[config.mk]
export PLATFORM = sky130hd
export DESIGN_NAME = seven_seg_scan
export DESIGN_NICKNAME = d
export VERILOG_FILES = /design/src/rtl/sevseg_pkg.sv /design/src/rtl/bcd_to_seg.sv /design/src/rtl/seven_seg_scan.sv
export SDC_FILE = /design/constraint.sdc
export NUM_CORES = 1
export LEC_CHECK = 0
export CAP_MARGIN = 15
export CORE_ASPECT_RATIO = 1.1
export CORE_MARGIN = 2
export CORE_UTILIZATION = 41
export DETAILED_ROUTE_END_ITERATION = 7
export DONT_BUFFER_PORTS = 1
export GPL_ROUTABILITY_DRIVEN = 0
export GPL_TIMING_DRIVEN = 0
export SLEW_MARGIN = 20
export SYNTH_ARGS = -nofsm -noshare
export SYNTH_HDL_FRONTEND = slang
export SYNTH_HIERARCHICAL = 1
export SYNTH_SLANG_ARGS = --single-unit
[constraint.sdc]
create_clock -name clk -period 3.28 [get_ports clk]
set_input_delay 0.984 -clock clk [delete_from_list [all_inputs] [get_ports clk]]
set_output_delay 0.984 -clock clk [all_outputs]
set_load 0.01 [all_outputs]
[src/rtl/sevseg_pkg.sv]
// Shared constants for the seven-segment scanner: digit count and active-low
// segment patterns, bit order {g,f,e,d,c,b,a}.
package sevseg_pkg;
  localparam int NUM_DIGITS = 4;

  localparam logic [6:0] SEG_BLANK = 7'b1111111;
  localparam logic [6:0] SEG_DASH  = 7'b0111111;

  localparam logic [6:0] SEG_0 = 7'b1000000;
  localparam logic [6:0] SEG_1 = 7'b1111001;
  localparam logic [6:0] SEG_2 = 7'b0100100;
  localparam logic [6:0] SEG_3 = 7'b0110000;
  localparam logic [6:0] SEG_4 = 7'b0011001;
  localparam logic [6:0] SEG_5 = 7'b0010010;
  localparam logic [6:0] SEG_6 = 7'b0000010;
  localparam logic [6:0] SEG_7 = 7'b1111000;
  localparam logic [6:0] SEG_8 = 7'b0000000;
  localparam logic [6:0] SEG_9 = 7'b0010000;
endpackage

[src/rtl/bcd_to_seg.sv]
// Combinational nibble-to-segment decoder; non-BCD nibbles 10-15 show a dash.
module bcd_to_seg
  import sevseg_pkg::*;
(
  input  logic [3:0] nibble_i,
  output logic [6:0] seg_o
);

  always_comb begin
    seg_o = SEG_DASH;
    case (nibble_i)
      4'd0:    seg_o = SEG_0;
      4'd1:    seg_o = SEG_1;
      4'd2:    seg_o = SEG_2;
      4'd3:    seg_o = SEG_3;
      4'd4:    seg_o = SEG_4;
      4'd5:    seg_o = SEG_5;
      4'd6:    seg_o = SEG_6;
      4'd7:    seg_o = SEG_7;
      4'd8:    seg_o = SEG_8;
      4'd9:    seg_o = SEG_9;
      default: seg_o = SEG_DASH;
    endcase
  end

endmodule

[src/rtl/seven_seg_scan.sv]
// Four-digit multiplexed seven-segment driver with registered an/seg outputs.
// Optional leading-zero blanking is enabled by defining SEVSEG_LZ_BLANK_EN.
module seven_seg_scan
  import sevseg_pkg::*;
#(
  parameter int REFRESH_DIV = 100000
) (
  input  logic        clk,
  input  logic        rst,
  input  logic [15:0] bcd,
  input  logic        bcd_valid,
  output logic [3:0]  an,
  output logic [6:0]  seg,
  output logic        dp
);

  localparam int CW = (REFRESH_DIV > 1) ? $clog2(REFRESH_DIV) : 1;
  localparam logic [CW-1:0] CNT_MAX = CW'(REFRESH_DIV - 1);

  logic [CW-1:0] cnt_q, cnt_d;
  logic [1:0]    idx_q, idx_d;
  logic [15:0]   disp_q, disp_d;
  logic [3:0]    an_q, an_d;
  logic [6:0]    seg_q, seg_d;
  logic [3:0]    nibble;
  logic [6:0]    pattern;
  logic          blank;
  logic          wrap;

  bcd_to_seg u_dec (
    .nibble_i (nibble),
    .seg_o    (pattern)
  );

`ifdef SEVSEG_LZ_BLANK_EN
  // lead_zero[k]: digit k and every digit above it are zero.
  logic [3:0] lead_zero;
  always_comb begin
    lead_zero    = 4'b0000;
    lead_zero[3] = (disp_q[15:12] == 4'd0);
    lead_zero[2] = lead_zero[3] & (disp_q[11:8] == 4'd0);
    lead_zero[1] = lead_zero[2] & (disp_q[7:4] == 4'd0);
    lead_zero[0] = 1'b0;
    blank        = lead_zero[idx_q];
  end
`else
  assign blank = 1'b0;
`endif

  // Outputs are built from the current index/display, so a load or advance
  // shows up on the very next edge with no intermediate mixed state.
  always_comb begin
    wrap   = (cnt_q == CNT_MAX);
    cnt_d  = wrap ? '0 : cnt_q + 1'b1;
    idx_d  = wrap ? idx_q + 2'd1 : idx_q;
    disp_d = bcd_valid ? bcd : disp_q;
    nibble = disp_q[{idx_q, 2'b00} +: 4];
    an_d   = ~(4'b0001 << idx_q);
    seg_d  = blank ? SEG_BLANK : pattern;
  end

  always_ff @(posedge clk) begin
    if (rst) begin
      cnt_q  <= '0;
      idx_q  <= 2'd0;
      disp_q <= 16'h0000;
      an_q   <= 4'b1111;
      seg_q  <= SEG_BLANK;
    end else begin
      cnt_q  <= cnt_d;
      idx_q  <= idx_d;
      disp_q <= disp_d;
      an_q   <= an_d;
      seg_q  <= seg_d;
    end
  end

  assign an  = an_q;
  assign seg = seg_q;
  assign dp  = 1'b1;

endmodule

Yosys cells after proc, flatten, opt, wreduce, memory -nomap -nowiden
Memories as Yosys holds them, arrays and structs flattened. A register that Yosys moved wholly into a read port is not among the register bits. Index checks and enable logic that the tools add are counted.

Bitwise logic cells: 1. Shift-type cells: 2. Equality and inequality tests: 1. Add/sub/neg operators: 2. Reduce and logical (&&, ||, !) cells: 1.

Operators with widths (number): adder 17 x 1 -> 17 bit (second input constant) (1); equality test 17 bit (second input constant) (1); indexed part select 16 x 5 -> 4 bit (1); inverter 4 bit (1); left shift 1 x 2 -> 4 bit (first input constant) (1); adder 2 x 1 -> 2 bit (second input constant) (1); OR reduction 2 bit (1).

Word-level logic and storage cells: 12. ROM bits: 112. Flip-flop bits (word level): 39. Memories: 1.

Memory list: (name not given) (depth 16, width 7, rd ports 1, clocked after Yosys merged registers in 1, wr ports 0, RTL line bcd_to_seg.sv:11) `case (nibble_i)`.

Logic depth before layout (Yosys ltp)
Depth in word-level cells: 2. Mapped depth: 8. Mapped depth without buffers: 7.

Cells and area by module
Netlist, hierarchy kept.

Modules (own cells, without submodules): seven_seg_scan (seq. area each 920.9 um^2, instances 1, cells each 185, area each 1869.3 um^2); bcd_to_seg (seq. area each 0.0 um^2, instances 1, cells each 33, area each 205.2 um^2).

Least setup slack after synthesis
No wires, ideal clock.

Kind: flip-flop to flip-flop. Start: register idx_q[0]. End: register seg_q[5] (netlist: seg[5]). Path slack: 1.235 ns. Arrival: 1.921 ns. Required time: 3.157 ns. Library setup time: 0.123 ns. Cell stages (with the launch flop): 8. Path buffers: 1. Cells stage by stage: dfxtp_1 buf_2 mux4_2 ha_1 or2b_1 a21oi_1 nor2_1 or2_2.

Longest elaborated chain between the ends: 1.

RTL lines: start, declared (RTL line seven_seg_scan.sv:21) `logic [1:0] idx_q, idx_d;`; start signal, assigned (RTL line seven_seg_scan.sv:71) `idx_q <= idx_d;`; indexed part select 16 x 5 -> 4 bit (RTL line seven_seg_scan.sv:57) `nibble = disp_q[{idx_q, 2'b00} +: 4];`; net nibble[0] (RTL line seven_seg_scan.sv:25) `logic [3:0] nibble;`; end, declared (RTL line seven_seg_scan.sv:24) `logic [6:0] seg_q, seg_d;`.

The timed path passes the listed nets, and every way through them passes these cells. A chain may end at the register's enable or synchronous reset.

Worst setup path in the final report
Ends and elaborated chain as after synthesis.

==> flow_summary.ini <==
[yosys]
netlist-cell-type-count = 35
synth_area_leaders = dfxtp_1, mux2i_1, nor2_1
synth.avg_cell_area_um2 = 9.516
synth_fp_nets = 247
seq_area_frac_synth_pct = 44.39
syn_inst = 218
synth-seq-cells = 46
yosysTopAreaCellShare_pct = 44.39
synth_ff_type = dfxtp_1
synth_top_cell_by_area = dfxtp_1
synthArstFlopShare_pct = 0
yosysWarnings = 6
syn_area_um2 = 2074
synth-edff-count = 0

[placed_design]
place_hpwl_um = 2577
place_ws_ns = 1.067
dp_cells = 276
placed_area_um2 = 2147
portBuffers = 0

[die]
ios = 31
num_rows = 27
dieArea_um2 = 5645
core_area_um2 = 4932
start_util_pct = 42.06
die_w_um = 71.82
die_height_um = 78.61

[drt]
drt_iter0_drc = 35
first_pass_iters = 4
ant_nets = 0
dr_total_vias = 1375
wl_um = 3581
drc = 0
wire_per_inst_um = 12.61
viasPerCell = 4.842

[layout]
drive_gt1_share_pct = 13.72
final.fill_count = 476
antenna_cells = 0
final_cells = 284
design_area_um2 = 2261
fin_nets = 254
syn2layout_area_growth_pct = 8.987
final_cell_mix = dfxtp_1, nor2_1, mux2i_1, xnor2_1, ha_1
mostFrequentLayoutCell = dfxtp_1

[clock_tree]
root_buffer = clkbuf_8
cts_resized = 0
cts_tree = done
cts_buffer_depth = 2
postCtsHoldBufs = 0
cts-buffers-inserted = 5
clk_pin_slew_ns = 0.08
clkSinkCount = 46
htreeDepth = 2
post_cts_buffers = 0
clock_latency_ns = 0.30

[timing]
rsz0062_at_grt = no
relSlewSlack_pct = 65.56
hold_violations = 0
timing.fmax_mhz = 448.9
setup_tns_ns = 0
slew_viol_final = 0
skew_ns = 0.008050
final.setup.worst_slack_ns = 1.052
fin_crit_sh_pct = 67.92
tightest_slew_ns = 0.5166
period_minus_slack_ns = 2.228
finalSetupViolations = 0

[setup_path]
crit_type = reg -> reg
cp_max_fo = 7
crit_required_ns = 3.47
start_kind = register
arrival_ns = 2.42
endpoint_kind = register

[grt]
overflow = 0
grt_pass1_wl_um = 6506
antenna_found_initial = 0
grt_pass1_vias = 1419
grt_max_degree = 16
grt_usage_pct = 14.67

[hold_path]
hold_class = reg -> reg

[run]
cap_viol_max_count = 0

[power_and_ir_drop]
peakVddDrop_uv = 212.2
power_leakage_uw = 0.0008655
p_per_area_nw_per_um2 = 485.9
finalPower_uw = 1099

[status]
outcome = complete, no violations
## synth_stat cells, types with 2 or more instances
library cell,instances
nand2_1,9
nor4_1,4
mux4_2,4
nor3_1,4
buf_2,3
dfxtp_1,46
mux2i_1,16
inv_1,9
or3_1,3
or2_2,7
ha_1,10
nand4_1,5
a21oi_1,6
o21ai_0,5
and3_1,3
xnor2_1,11
buf_4,2
nand3_1,5
nor2_1,40
nand2b_1,6
xor2_1,3
clkbuf_1,4
## metrics by stage
step | hold slack, ns | utilization [%]
after global routing | 0.5141 | 45.84
after global placement | 0.4365 | 43.53
final | 0.4552 | 45.84
after floorplan | 0.4175 | -
after CTS | 0.4556 | 45.84
after detailed placement | 0.4430 | 43.53
## worst max-delay path, stage by stage, from the launching register on
cell     delay, ns
dfxtp_1       0.36
buf_2         0.24
mux4_2        0.60
ha_1          0.23
or2b_1        0.22
a21oi_1       0.16
nor2_1        0.05
or2_2         0.26
## final cells by class
| type | instances | area (um2) | share of cell area, % |
|---|---|---|---|
| Multi-Input combinational cell | 153 | 1064 | 47.04 |
| Clock buffer | 5 | 68.82 | 3.044 |
| Sequential cell | 46 | 920.9 | 40.73 |
| Buffer | 10 | 56.30 | 2.490 |
| Inverter | 9 | 33.78 | 1.494 |
| Tap cell | 58 | 72.57 | 3.210 |
| Clock inverter | 3 | 45.04 | 1.992 |
## metal layers
| layer | wire [um] | track usage [%] |
|---|---|---|
| met1 | 1745 | 17.91 |
| met2 | 1597 | 23.80 |
| met3 | 180 | 4.750 |
| met4 | 58 | 5.660 |
| met5 | 0 | 0 |
## power breakdown
| group | internal [uW] | switching [uW] |
|---|---|---|
| Combinational | 39.9 | 40.7 |
| Clock | 227 | 194 |
| Sequential | 582 | 15.3 |
| Total | 849 | 250 |
## sequential cells by signal (all words and copies together) (netlist names)
name	flops
idx_q	2
cnt_q	17
seg	7
an	4
disp_q	16
## worst paths after layout
path / start / end / slack [ns] / depth (start not counted)
max: idx_q[0] / seg[5] / 1.05 / 7
min: cnt_q[0] / cnt_q[0] / 0.46 / 1
max reg2reg: idx_q[0] / seg[5] / 1.05 / 7
min reg2reg: cnt_q[0] / cnt_q[0] / 0.46 / 1
## kinds of logic (layout without fill, tap and decap cells)
group / Yosys count / count (layout) / synth area share [%]
and+or+nand+nor: 94 / 94 / 22.74
DFF: 46 / 46 / 44.39
muxes: 20 / 20 / 12.06
buffers and inverters: 19 / 27 / 4.342
AOI/OAI and AO/OA: 14 / 14 / 4.343
xor gates and xnor gates: 14 / 14 / 5.911
adders and majority gates: 10 / 10 / 6.031
other: 1 / 1 / 0.1808
(Power assumes the default switching activity.)
